### config.mk
export PLATFORM = sky130hd
export DESIGN_NAME = alu_op_sequencer_flat
export DESIGN_NICKNAME = d
export VERILOG_FILES = /design/src/rtl/alu_op_sequencer_if.sv /design/src/rtl/alu_op_sequencer.sv /design/src/flat_wrapper.sv
export SDC_FILE = /design/constraint.sdc
export NUM_CORES = 1
export LEC_CHECK = 0
export ABC_AREA = 1
export CORE_UTILIZATION = 41
export CTS_CLUSTER_DIAMETER = 80
export CTS_CLUSTER_SIZE = 10
export DETAILED_ROUTE_END_ITERATION = 10
export PLACE_DENSITY = 0.79
export SYNTH_ARGS = -nofsm -noshare
export SYNTH_HDL_FRONTEND = slang
export SYNTH_SLANG_ARGS = --single-unit
### constraint.sdc
create_clock -name i_clk -period 1.6 [get_ports i_clk]
set_clock_uncertainty 0.15 [all_clocks]
set_input_delay 0.16 -clock i_clk [delete_from_list [all_inputs] [get_ports i_clk]]
set_output_delay 0.16 -clock i_clk [all_outputs]
set_load 0.05 [all_outputs]
### src/rtl/alu_op_sequencer_if.sv
// Request and result handshake bundle for alu_op_sequencer.
// The master side issues ops and consumes results; the sequencer is the slave.
interface alu_op_sequencer_if #(
    parameter int m = 4,
    parameter int n = 2
);
    logic         req_valid;
    logic         req_ready;
    logic [n-1:0] op;
    logic [m-1:0] argA;
    logic [m-1:0] argB;
    logic [m-1:0] result;
    logic [1:0]   status;
    logic         valid;
    logic         ready;

    modport master (
        output req_valid, op, argA, argB, ready,
        input  req_ready, result, status, valid
    );

    modport slave (
        input  req_valid, op, argA, argB, ready,
        output req_ready, result, status, valid
    );
endinterface

### src/rtl/alu_op_sequencer.sv
// Control stage feeding the combinational arithmetic units: latches one
// request, holds operands for a settle window, captures the chosen unit.
module alu_op_sequencer #(
    parameter int m      = 4,
    parameter int n      = 2,
    parameter int SETTLE = 1
) (
    input  logic                i_clk,
    input  logic                i_rst_n,
    alu_op_sequencer_if.slave   io_bus,
    output logic [m-1:0]        o_argA,
    output logic [m-1:0]        o_argB,
    output logic [3:0]          o_unit_sel,
    input  logic [m-1:0]        i_res0,
    input  logic [m-1:0]        i_res1,
    input  logic [m-1:0]        i_res2,
    input  logic [m-1:0]        i_res3,
    input  logic [1:0]          i_st0,
    input  logic [1:0]          i_st1,
    input  logic [1:0]          i_st2,
    input  logic [1:0]          i_st3,
    output logic                o_busy,
    output logic [7:0]          o_ops_done
);

    localparam int CW = $clog2(SETTLE + 1);

    typedef enum logic [1:0] {
        S_IDLE,
        S_WAIT,
        S_HOLD
    } state_t;

    state_t        r_state;
    state_t        w_state_nxt;
    logic [CW-1:0] r_cnt;
    logic [m-1:0]  r_argA;
    logic [m-1:0]  r_argB;
    logic [3:0]    r_sel;
    logic [m-1:0]  r_result;
    logic [1:0]    r_status;
    logic          r_valid;
    logic [7:0]    r_ops;

    logic          w_accept;
    logic          w_capture;
    logic          w_release;
    logic          w_op_hi;
    logic          w_op_sm;
    logic [3:0]    w_sel;
    logic [m-1:0]  w_cap_res;
    logic [1:0]    w_cap_st;

    // Opcodes above 3 only exist when the opcode is wider than two bits.
    if (n > 2) begin : g_op_hi
        assign w_op_hi = |io_bus.op[n-1:2];
    end else begin : g_no_op_hi
        assign w_op_hi = 1'b0;
    end

    assign w_op_sm = !w_op_hi && (io_bus.op[1:0] == 2'd3);
    assign w_sel   = w_op_hi ? 4'b0000 : (4'b0001 << io_bus.op[1:0]);

    always_comb begin
        w_state_nxt = r_state;
        w_accept    = 1'b0;
        w_capture   = 1'b0;
        w_release   = 1'b0;
        unique case (r_state)
            S_IDLE: begin
                if (io_bus.req_valid) begin
                    w_accept    = 1'b1;
                    w_state_nxt = S_WAIT;
                end
            end
            S_WAIT: begin
                if (r_cnt == CW'(1)) begin
                    w_capture   = 1'b1;
                    w_state_nxt = S_HOLD;
                end
            end
            S_HOLD: begin
                if (io_bus.ready) begin
                    w_release   = 1'b1;
                    w_state_nxt = S_IDLE;
                end
            end
            default: w_state_nxt = S_IDLE;
        endcase
    end

    // An empty select (invalid op) captures result 0 with status 2'b11.
    always_comb begin
        w_cap_res = '0;
        w_cap_st  = 2'b11;
        unique case (1'b1)
            r_sel[0]: begin w_cap_res = i_res0; w_cap_st = i_st0; end
            r_sel[1]: begin w_cap_res = i_res1; w_cap_st = i_st1; end
            r_sel[2]: begin w_cap_res = i_res2; w_cap_st = i_st2; end
            r_sel[3]: begin w_cap_res = i_res3; w_cap_st = i_st3; end
            default: ;
        endcase
    end

    always_ff @(posedge i_clk or negedge i_rst_n) begin
        if (!i_rst_n) begin
            r_state <= S_IDLE;
        end else begin
            r_state <= w_state_nxt;
        end
    end

    always_ff @(posedge i_clk or negedge i_rst_n) begin
        if (!i_rst_n) begin
            r_cnt    <= '0;
            r_argA   <= '0;
            r_argB   <= '0;
            r_sel    <= '0;
            r_result <= '0;
            r_status <= '0;
            r_valid  <= 1'b0;
            r_ops    <= '0;
        end else begin
            if (w_accept) begin
                r_argA <= io_bus.argA;
                r_argB <= w_op_sm ? '0 : io_bus.argB;
                r_sel  <= w_sel;
                r_cnt  <= CW'(SETTLE);
            end else if (r_state == S_WAIT) begin
                r_cnt <= r_cnt - CW'(1);
            end
            if (w_capture) begin
                r_result <= w_cap_res;
                r_status <= w_cap_st;
                r_valid  <= 1'b1;
            end
            if (w_release) begin
                r_valid <= 1'b0;
                r_sel   <= '0;
                if (r_ops != 8'hFF) begin
                    r_ops <= r_ops + 8'd1;
                end
            end
        end
    end

    assign io_bus.req_ready = (r_state == S_IDLE);
    assign io_bus.result    = r_result;
    assign io_bus.status    = r_status;
    assign io_bus.valid     = r_valid;
    assign o_argA           = r_argA;
    assign o_argB           = r_argB;
    assign o_unit_sel       = r_sel;
    assign o_busy           = (r_state != S_IDLE);
    assign o_ops_done       = r_ops;

endmodule
### src/flat_wrapper.sv
// flat-port wrapper written by rule: the top's interface ports become plain ports
module alu_op_sequencer_flat 
#(
    parameter int m      = 4,
    parameter int n      = 2,
    parameter int SETTLE = 1
)
  (i_clk, i_rst_n, o_argA, o_argB, o_unit_sel, i_res0, i_res1, i_res2, i_res3, i_st0, i_st1, i_st2, i_st3, o_busy, o_ops_done, io_bus_req_valid, io_bus_op, io_bus_argA, io_bus_argB, io_bus_ready, io_bus_req_ready, io_bus_result, io_bus_status, io_bus_valid);
  alu_op_sequencer_if #(.m(m), .n(n)) io_bus_i ();
  input  logic i_clk;
  input  logic i_rst_n;
  output logic [m-1:0] o_argA;
  output logic [m-1:0] o_argB;
  output logic [3:0] o_unit_sel;
  input  logic [m-1:0] i_res0;
  input  logic [m-1:0] i_res1;
  input  logic [m-1:0] i_res2;
  input  logic [m-1:0] i_res3;
  input  logic [1:0] i_st0;
  input  logic [1:0] i_st1;
  input  logic [1:0] i_st2;
  input  logic [1:0] i_st3;
  output logic o_busy;
  output logic [7:0] o_ops_done;
  input wire logic [$bits(io_bus_i.req_valid)-1:0] io_bus_req_valid;
  input wire logic [$bits(io_bus_i.op)-1:0] io_bus_op;
  input wire logic [$bits(io_bus_i.argA)-1:0] io_bus_argA;
  input wire logic [$bits(io_bus_i.argB)-1:0] io_bus_argB;
  input wire logic [$bits(io_bus_i.ready)-1:0] io_bus_ready;
  output wire logic [$bits(io_bus_i.req_ready)-1:0] io_bus_req_ready;
  output wire logic [$bits(io_bus_i.result)-1:0] io_bus_result;
  output wire logic [$bits(io_bus_i.status)-1:0] io_bus_status;
  output wire logic [$bits(io_bus_i.valid)-1:0] io_bus_valid;
  assign io_bus_i.req_valid = io_bus_req_valid;
  assign io_bus_i.op = io_bus_op;
  assign io_bus_i.argA = io_bus_argA;
  assign io_bus_i.argB = io_bus_argB;
  assign io_bus_i.ready = io_bus_ready;
  assign io_bus_req_ready = io_bus_i.req_ready;
  assign io_bus_result = io_bus_i.result;
  assign io_bus_status = io_bus_i.status;
  assign io_bus_valid = io_bus_i.valid;
  alu_op_sequencer #(.m(m), .n(n), .SETTLE(SETTLE)) u_core (.i_clk(i_clk), .i_rst_n(i_rst_n), .io_bus(io_bus_i), .o_argA(o_argA), .o_argB(o_argB), .o_unit_sel(o_unit_sel), .i_res0(i_res0), .i_res1(i_res1), .i_res2(i_res2), .i_res3(i_res3), .i_st0(i_st0), .i_st1(i_st1), .i_st2(i_st2), .i_st3(i_st3), .o_busy(o_busy), .o_ops_done(o_ops_done));
endmodule
# Yosys cells after proc, flatten, opt, wreduce, memory -nomap -nowiden
# Index checks and enable logic that the tools add are counted.
# W data, S select, Z words.
dict set report totals {
  reg_bits 30
}
dict set report classes {
  n_shift 1
  n_mux 19
  eq_ne 7
  addsub 2
  n_reduce_logical 7
}
# cell count
set ops {}
lappend ops {{$pmux W4 S4} 1}
lappend ops {{$mux W4} 3}
lappend ops {{$mux W1} 10}
lappend ops {{$add A8 B1 Y8 const B} 1}
lappend ops {{$ne A8 B8 Y1 const B} 1}
lappend ops {{$pmux W2 S4} 1}
lappend ops {{$reduce_bool A2 Y1} 4}
lappend ops {{$mux W2} 3}
lappend ops {{$pmux W2 S3} 1}
lappend ops {{$eq A2 B2 Y1 const B} 2}
lappend ops {{$ne A2 B2 Y1 const B} 2}
lappend ops {{$shl A1 B2 Y4 const A} 1}
lappend ops {{$reduce_and A3 Y1} 1}
lappend ops {{$eq A2 B1 Y1 const B} 1}
lappend ops {{$logic_not A2 Y1} 1}
lappend ops {{$ne A2 B1 Y1 const B} 1}
lappend ops {{$reduce_and A2 Y1} 1}
lappend ops {{$sub A1 B1 Y1 const B} 1}

# Longest topological paths before layout
dict set report depth {
  depth_word 4
  mapped_depth 8
}

# Worst setup path after synthesis
# OpenSTA, ideal clock, no wires.
dict set report synth_path {
  kind {register to register}
  from {reg u_core.r_ops[0] (netlist: u_core.o_ops_done[0])}
  to {reg u_core.r_ops[5] (netlist: u_core.o_ops_done[5])}
  arrival_ns 1.510
  period_less_slack_ns 1.778
  setup_slack_ns -0.178
  path_stages_with_launch 9
  path_cell_list {dfrtp_1 ha_1 nand2_1 nor2_1 nand2_2 nand2_4 inv_2 nand2_1 nand2_1}
}
dict set report synth_via {
  elab_chain_len 2
}
# element line
set synth_rtl {}
lappend synth_rtl {{from (decl)} alu_op_sequencer.sv:43} ;# logic [7:0] r_ops;
lappend synth_rtl {{from (signal assigned)} alu_op_sequencer.sv:141} ;# r_ops <= r_ops + 8'd1;
lappend synth_rtl {{parallel branches: the longest is 2 deep, another holds $add A8 B1 Y8} n/a}
# Several ways; the timed one is not identified.
# A chain may end at the register's enable or synchronous reset.

# Final worst setup path
dict set report layout_path {
  from {reg u_core.r_state[1]}
  to {out o_busy}
}
dict set report layout_via {
  elab_chain_len 1
}
# element line
set layout_rtl {}
lappend layout_rtl {{from (decl)} alu_op_sequencer.sv:34} ;# state_t r_state;
lappend layout_rtl {{from (signal assigned)} alu_op_sequencer.sv:109} ;# r_state <= w_state_nxt;
lappend layout_rtl {{$reduce_bool A2 Y1} alu_op_sequencer.sv:154} ;# assign o_busy = (r_state != S_IDLE);
lappend layout_rtl {{to (decl)} flat_wrapper.sv:23} ;# output logic o_busy;
# No other way between the ends.

==> summary.md <==
| Metric | Value |
|---|---|
| H-tree Lvls | `2` |
| Yosys reg bits | `30` |
| Hold crit path type | `in2async` |
| Die span in y | `62.8 µm` |
| Syn_area_per_cell | `7.84 µm²` |
| Cell Area, Synth | `1510 µm²` |
| End-of-flow core utilization | `0.707` |
| N_diodes | `0` |
| RSZ-0062 raised after global routing | `false` |
| 1st-iter DRT viols | `57` |
| Port Buffers | `66` |
| Residual DRC | `0` |
| Final hold vios | `0` |
| Fmax achieved | `671 MHz` |
| Slew Limit Fails | `0` |
| Levels on crit path | `3` |
| Final wirelength | `3700 µm` |
| PnR worst setup slack | `0.110 ns` |
| Fraction of layout cells with a size suffix above 1 | `0.219` |
| Max Cap Viol | `0` |
| Worst r2r src | `u_core.o_ops_done[0]` |
| Initial antenna violation count | `0` |
| Clock root buffer | `clkbuf_8` |
| Placed instance count | `306` |
| PD cells | `1930 nW/µm²` |
| Async SR Flop Fraction | `1.00` |
| Leakage | `1.15 nW` |
| Largest delay contributor family on the critical path | `flip-flops` |
| Final number of setup-violating endpoints | `0` |
| Worst Path Buf+Inv | `2` |
| Final TNS setup | `0 ns` |
| R2r setup slk | `0.15 ns` |
| Crit Reg-Reg Endpoint | `u_core.o_ops_done[1]` |
| CP Capture Type | `output port` |
| CP startpoint kind | `register` |
| Yosys cell types | `24` |
| Core ar. | `3440 µm²` |
| Slowest stage delay, CP | `0.45 ns` |
| Synth Net Count | `232` |
| Fin cells | `315` |
| Pre-antenna DRT Iters | `5` |
| Clk_lat worst skew | `0.28 ns` |
| Max FO, Critical Path | `3` |
| Initial Util | `0.440` |
| Clock sinks | `30` |
| Post-Syn Instances | `193` |
| CTS buffer count | `5` |
| WP data arrival | `1.18 ns` |
| Final HPWL DP | `2880 µm` |
| Clock buffer depth | `2` |
| Reg2reg path depth | `8` |
| Vias/cell | `4.70` |
| Max IR drop VDD | `1.32 mV` |
| Via count | `1,479` |
| Worst-Margin Slew | `0.373 ns` |
| Cells along the critical path | `nor2_4 > inv_1 > buf_12` |
| Layout Nets | `307` |
| I/O pin cnt | `67` |
| Required @ worst endpoint | `1.29 ns` |
| Register area share after synthesis | `0.496` |
| Leading area contributor after synthesis | `dfrtp_1` |
| Die Area | `3940 µm²` |
| Vias in the first global route | `1,476` |
| First-pass GRT wire length | `6490 µm` |
| Yosys Warn Count | `0` |
| Setup WS pre-CTS | `0.0655 ns` |
| CTS tree | `built` |
| Kind of critical path | `reg2out` |
| Main synth FF type | `dfrtp_1` |
| Final Wtd Congestion | `0.801` |
| CP Capture Point | `o_busy` |
| Largest net degree at the start of global routing | `31` |
| Top post-synthesis cells by count | `nand2_1 (84), dfrtp_1 (30), inv_1 (17)` |
| Gr ovfl total | `0` |
| Fin crit period | `1.49 ns` |
| Wire per inst | `11.8 µm` |
| Clock transition at path regs | `0.06 ns` |
| Fillers | `270` |
| Most common cell in the netlist | `nand2_1` |
| Area Overhead vs Synth | `60.8%` |
| Post-route ant nets | `0` |
| Worst setup startpoint | `u_core.r_state[1]` |
| Status | `finished, final reports clean` |
| Rows | `21` |
| Total GRT Usage | `0.213` |
| Area contributors post-synth | `dfrtp_1 (50%), nand2_1 (21%), inv_1 (4.2%), nand4_1 (3.3%), o21ai_1 (2.6%)` |
| Crit share post-route | `0.931` |
| Area share of the largest cell type after synthesis | `0.496` |
| Slowest-stage cell, CP | `dfrtp_1` |
| Slew HR | `0.751` |
| Die width | `62.8 µm` |
| Post-synth EDFFs | `0` |
-- through the flow --
step / total power (W) / hold WS [ns] / area [µm²]
floorplan: 0.00296 / -0.286 / 1520
global placement: 0.00403 / 0.315 / 2330
detailed placement: 0.00409 / 0.323 / 2330
CTS: 0.00472 / 0.125 / 2420
global route: 0.00498 / 0.157 / 2430
finish: 0.00471 / 0.114 / 2430
-- flip-flops by register name (all words and copies together), names as in the netlist, 2 cells and up --
| name | flops |
|---|---|
| u_core.r_state | 2 |
| u_core.o_argB | 4 |
| u_core.o_argA | 4 |
| u_core.io_bus.status | 2 |
| u_core.o_unit_sel | 4 |
| u_core.o_ops_done | 8 |
| u_core.io_bus.result | 4 |
-- cell type report --
cell class	instances	area (µm²)	share of cell area
inverter	22	82.6	0.0339
multi-input combinational	139	664	0.273
tap	46	57.6	0.0236
timing repair buffer	70	781	0.321
sequential	30	754	0.310
clock buffer	6	82.6	0.0339
clock inverter	2	12.5	0.00514
-- worst reg2reg max path, delay by kind of cell, from the launching register on --
family                   cells  cell delay [ns]
AND/OR/NAND/NOR              6             0.57
flip-flops                   1             0.36
adder cells (fa/ha/maj)      1             0.21
buffers and inverters        1             0.06
-- power breakdown --
| part | internal [W] | switching [W] | total (W) |
|---|---|---|---|
| Combinational | 0.00105 | 0.00167 | 0.00272 |
| Sequential | 0.00105 | 0.000313 | 0.00136 |
| Clock | 0.000345 | 0.000281 | 0.000626 |
| Total | 0.00244 | 0.00227 | 0.00471 |
-- logic make-up (layout without fill, tap and decap cells) --
| family | after synthesis | after routing | synth area share |
|---|---|---|---|
| xor gates and xnor gates | 2 | 2 | 0.0116 |
| buffers and inverters | 24 | 100 | 0.0669 |
| adders and majority gates | 1 | 1 | 0.00826 |
| and+or+nand+nor | 119 | 119 | 0.357 |
| DFF | 30 | 30 | 0.496 |
| AOI/OAI and AO/OA | 17 | 17 | 0.0603 |
-- how the worst min path moves through the flow --
stage                             from                       to
6_report                       i_rst_n  u_core.io_bus.result[3]
5_1_grt                        i_rst_n     u_core.o_unit_sel[1]
4_1_cts                        i_rst_n     u_core.o_ops_done[5]
3_5_place_dp          u_core.o_argA[1]         u_core.o_argA[1]
3_3_place_gp   u_core.io_bus.result[0]  u_core.io_bus.result[0]
2_1_floorplan                  i_rst_n  u_core.io_bus.result[0]
-- placed cells by master, fill, tap and decap left out, types with 3 or more instances in the layout --
cell,n
dfrtp_2,3
inv_2,5
clkdlybuf4s50_1,37
a21oi_1,3
buf_4,20
o21ai_1,8
nand3_1,5
clkbuf_8,6
nor2_4,3
inv_1,17
nand2_1,84
dfrtp_1,27
nand4_1,8
o21ai_0,3
nor2_1,10
buf_12,13
-- timing repair --
item | CTS | global route
gates resized for setup | 0 | 1
buffers inserted | 0 | 1
setup endpoints to repair | 0 | 6
hold buffers | 0 | 0
-- per-layer routing --
metal,track usage,share of wire,vias to the layer above
met4,0.0959,0.017,0
met5,0,0,-
met1,0.254,0.43,673
met3,0.0474,0.039,6
met2,0.364,0.51,43
li1,-,-,757
Note: power is estimated with default switching activity, not from simulation.
==> RTL edit 1: new RTL, same flow settings <==
Re-encode `state_t` (3 states) as one-hot, 3 bits wide.
--- a/src/rtl/alu_op_sequencer.sv
+++ b/src/rtl/alu_op_sequencer.sv
@@ -25,10 +25,10 @@
 
     localparam int CW = $clog2(SETTLE + 1);
 
-    typedef enum logic [1:0] {
-        S_IDLE,
-        S_WAIT,
-        S_HOLD
+    typedef enum logic [2:0] {
+        S_IDLE = 3'b001,
+        S_WAIT = 3'b010,
+        S_HOLD = 3'b100
     } state_t;
 
     state_t        r_state;
Check against the original RTL: no difference found for any inputs over 10 cycles, from zero or initial values and one cycle with i_rst_n low; not proved beyond that.
==> RTL edit 1 against the original RTL <==
- sequential share of layout area shrank 0.21 points
- critical endpoint is now io_bus_req_ready
- final area grew 4.0%
- total power grew 2.7%
- sequential cell count grew 1
- worst setup slack lost 0.039 ns
- largest power group unchanged
- clock power is essentially flat
- critical path type unchanged
- routed wire length grew 8.3%
- area after synthesis grew 6.2%
- non-clock buffer count is the same
==> RTL edit 1: results (changes against the original RTL) <==
| Quantity | This run | Unit | vs unedited |
|:---|:---|:---|:---|
| Run status | finished, final reports clean | - |  |
| TritonCTS Sinks | 31 | - | +3.3% |
| Fraction of layout instances using a drive strength above 1 | 21.6 | % | -0.30 points |
| Register cell area after layout | 779 | sq um | +3.3% |
| Number of clock buffer instances in the layout | 7 | - | +1 |
| Register-to-register setup slack | 0.10 | ns | -0.05 ns |
| Routed length per placed instance | 12.2 | um | +3.4% |
| Worst-path cell with the longest stage delay | dfstp_2 | - |  |
| Synth Area in XOR/XNOR | 1.63 | % | +0.48 points |
| Proportion of cell area occupied by multi-input gates | 28.9 | % | +1.6 points |
| Cell types with the highest counts after synthesis | nand2_1, dfrtp_1, nand3_1, inv_1, nor2_1 | - |  |
| Post-route fraction of the period consumed by the critical path | 95.5 | % | +2.4 points |
| Relative slew slack | 72.9 | % | -2.3 points |
| Critical Path Fanout Max | 4 | - | +1 |
| Pre-CTS setup slack | 0.109 | ns | +0.0432 ns |
| Detail-routed via count per cell | 4.75 | - | +1.1% |
| Number of global-route vias before repair | 1543 | - | +4.5% |
| Number of fill cells | 323 | - | +20% |
| Signal buf overhead | 31.8 | % | -0.25 points |
| Startpoint of the worst setup timing path | u_core.r_state[0] | - |  |
| Stage delay of the slowest cell on the critical path | 0.59 | ns | +0.14 ns |
| First-pass detailed-route iteration total | 4 | - | -1 |
| Complex-gate fraction of the synthesized area | 4.44 | % | -1.6 points |
| Cells taking the most area after synthesis | dfrtp_1, nand2_1, nand3_1 | - |  |
| Reg-to-reg critical path endpoint | u_core.o_ops_done[3] | - |  |
| Final weighted congestion in routability-driven placement | 0.775 | - | -3.2% |
| Number of unique standard cell types used by synthesis | 26 | - | +8.3% |
-- RTL edit 1: cell count changes in the layout (fill, tap and decap cells not counted), sizes merged, moves of 2 or more --
| cell | unedited run | this run |
|---|---|---|
| inv | 22 | 15 |
| nand2 | 88 | 102 |
| nand3 | 6 | 19 |
| nand4 | 8 | 4 |
| nor3 | 0 | 2 |
| o21ai | 11 | 8 |
| or2 | 2 | 0 |
-- RTL edit 1: routing by layer --
metal / part of all wire [%] / global-route usage (%) / routed length (um) / vias up
met1: 42 / 23.5 / 1670 / 707
met5: 0 / 0 / 0 / -
met4: 1.8 / 9.44 / 74 / 0
met2: 50 / 37.5 / 1990 / 49
li1: - / - / - / 803
met3: 7.0 / 5.81 / 282 / 7
-- RTL edit 1: power groups by stage --
stage          Combinational, mW  Clock, mW  Sequential, mW
2_1_floorplan               1.02          0            2.13
3_3_place_gp                2.73          0            1.42
3_5_place_dp                2.76          0            1.44
4_1_cts                     2.77      0.639            1.43
5_1_grt                     3.00      0.680            1.45
6_report                    2.81      0.624            1.40
==> RTL edit 2: new RTL, same settings <==
Without the edit above. `m` is set to 4 in 3 places; all go to 3.
--- a/src/rtl/alu_op_sequencer_if.sv
+++ b/src/rtl/alu_op_sequencer_if.sv
@@ -1,7 +1,7 @@
 // Request and result handshake bundle for alu_op_sequencer.
 // The master side issues ops and consumes results; the sequencer is the slave.
 interface alu_op_sequencer_if #(
-    parameter int m = 4,
+    parameter int m = 3,
     parameter int n = 2
 );
     logic         req_valid;
--- a/src/rtl/alu_op_sequencer.sv
+++ b/src/rtl/alu_op_sequencer.sv
@@ -1,7 +1,7 @@
 // Control stage feeding the combinational arithmetic units: latches one
 // request, holds operands for a settle window, captures the chosen unit.
 module alu_op_sequencer #(
-    parameter int m      = 4,
+    parameter int m      = 3,
     parameter int n      = 2,
     parameter int SETTLE = 1
 ) (
--- a/src/flat_wrapper.sv
+++ b/src/flat_wrapper.sv
@@ -1,7 +1,7 @@
 // flat-port wrapper written by rule: the top's interface ports become plain ports
 module alu_op_sequencer_flat 
 #(
-    parameter int m      = 4,
+    parameter int m      = 3,
     parameter int n      = 2,
     parameter int SETTLE = 1
 )
Interface: changed (9 resized); port bits go from 67 to 58. The function was not compared with the original's and may differ.
==> RTL edit 2 against the original RTL <==
- total power decreased by 17%
- area after synthesis fell by 8.3%
- sequential cell count decreased by 3
- final area down 12%
- sequential share of layout area is 0.64 points higher
- fmax increased by 1.1%
- routed wire length decreased by 15%
- worst setup slack better by 0.016 ns
- hold slack got worse by 0.063 ns
==> RTL edit 2: results (changes against the original RTL) <==
| Quantity | This run | Unit | vs unedited |
|:---|:---|:---|:---|
| Run status | finished, final reports clean | - |  |
| # Post-CTS Setup Buffers | 0 | - | unchanged |
| Signal buf overhead | 31.5 | % | -0.56 points |
| Detail-routed via count per cell | 4.78 | - | +1.8% |
| Wire length of the first global-routing pass | 5.45 | mm | -16% |
| Slack of the critical path | 0.126 | ns | +0.0163 ns |
| Synthesized Nets | 210 | - | -9.5% |
| Routed length per placed instance | 11.2 | um | -5.0% |
| Sequential cell area fraction in the yosys report | 48.7 | % | -0.89 points |
| Critical Path Fanout Max | 7 | - | +4 |
| Cell types with the highest counts after synthesis | nand2_1, dfrtp_1, nor2_1, inv_1, nand3_1 | - |  |
| Buffers excl. clock | 58 | - | -17% |
| Largest vdd supply drop | 0.936 | mV | -29% |
| Largest net degree at the start of global routing | 28 | - | -9.7% |
| Overall fraction of global-route tracks in use | 20.1 | % | -1.2 points |
| First-pass detailed-route iteration total | 4 | - | -1 |
| Cells taking the most area after synthesis | dfrtp_1, nand2_1, nand4_1 | - |  |
| Leakage power | 1.02 | nW | -11% |
| Number of global-route vias before repair | 1290 | - | -13% |
| Number of unique standard cell types used by synthesis | 25 | - | +4.2% |
| Iteration-0 DRC count of the detailed router | 58 | - | +1.8% |
| Actual transition at the worst max-transition pin | 0.333 | ns | -0.0402 ns |
| Flip-flop and latch share of the layout cell area | 31.6 | % | +0.64 points |
| Worst hold slack | 0.0503 | ns | -0.0634 ns |
| Pwr Total | 3.93 | mW | -17% |
| Inverter count of the layout excluding clock inverters | 17 | - | -23% |
| Register cell area after layout | 678 | sq um | -10% |
| Post-detail-place hpwl | 2.55 | mm | -11% |
| PortBufs | 57 | - | -14% |
| Mapped Cells | 177 | - | -8.3% |
| Reg clk slew, reported paths | 0.14 | ns | +0.08 ns |
| Total wirelength of the detailed-routed design | 3.15 | mm | -15% |
| Number of clock buffer instances in the layout | 4 | - | -2 |
| Stage delay of the slowest cell on the critical path | 0.49 | ns | +0.04 ns |
| Worst-path cell with the longest stage delay | dfrtp_2 | - |  |
| Combinational power share | 60.6 | % | +2.8 points |
| Fraction of layout instances using a drive strength above 1 | 20.6 | % | -1.3 points |
| Final clock-cell share | 1.23 | % | -2.7 points |
| Total placed cells including tap cells | 278 | - | -9.2% |
| Switching Fraction | 49.7 | % | +1.5 points |
| Path type of the worst min-delay path | in -> async | - |  |
| Logic depth of the worst register-to-register path | 7 | - | -1 |
| Inserted Clock Buffers | 3 | - | -2 |
| Number of H-tree branching levels | 1 | - | -1 |
| Clock root buffer master | clkbuf_4 | - |  |
| TritonCTS Sinks | 27 | - | -10% |
| Proportion of cell area occupied by multi-input gates | 30.0 | % | +2.7 points |
| Final weighted congestion in routability-driven placement | 0.821 | - | +2.4% |
| Number of fill cells | 266 | - | -1.5% |
| Number of combinational gates with multiple inputs | 132 | - | -5.0% |
| Pre-CTS setup slack | 0.0552 | ns | -0.0103 ns |
| Power of the clock network | 0.289 | mW | -54% |
| Post-place instance area | 2120 | sq um | -9.1% |
| Clock Latency Late Sink | 0.32 | ns | +0.04 ns |
-- RTL edit 2: cell types whose count changed in the layout (fill, tap and decap cells not counted), moves of 2 or more --
cell	delta
a21oi_1	-2
buf_4	-6
clkbuf_4	+3
clkbuf_8	-6
clkdlybuf4s50_1	-6
dfrtp_1	-2
inv_1	-6
nand2_1	-13
nand2_2	+2
nand3_1	+6
nor2_1	+2
o21ai_0	-2
-- RTL edit 2: logic make-up after synthesis --
logic type,Yosys count,share of synthesized area [%]
AOI/OAI and AO/OA,13,5.50
xor gates and xnor gates,1,0.631
adders and majority gates,1,0.902
buffers and inverters,18,5.32
DFF,27,48.7
and+or+nand+nor,117,39.0
-- RTL edit 2: layer usage --
metal	up-vias	track usage [%]	share of wire (%)
met1	619	23.3	44
met3	4	4.33	3.0
met5	-	0	0
met2	31	35.3	51
met4	0	8.31	1.5
li1	694	-	-
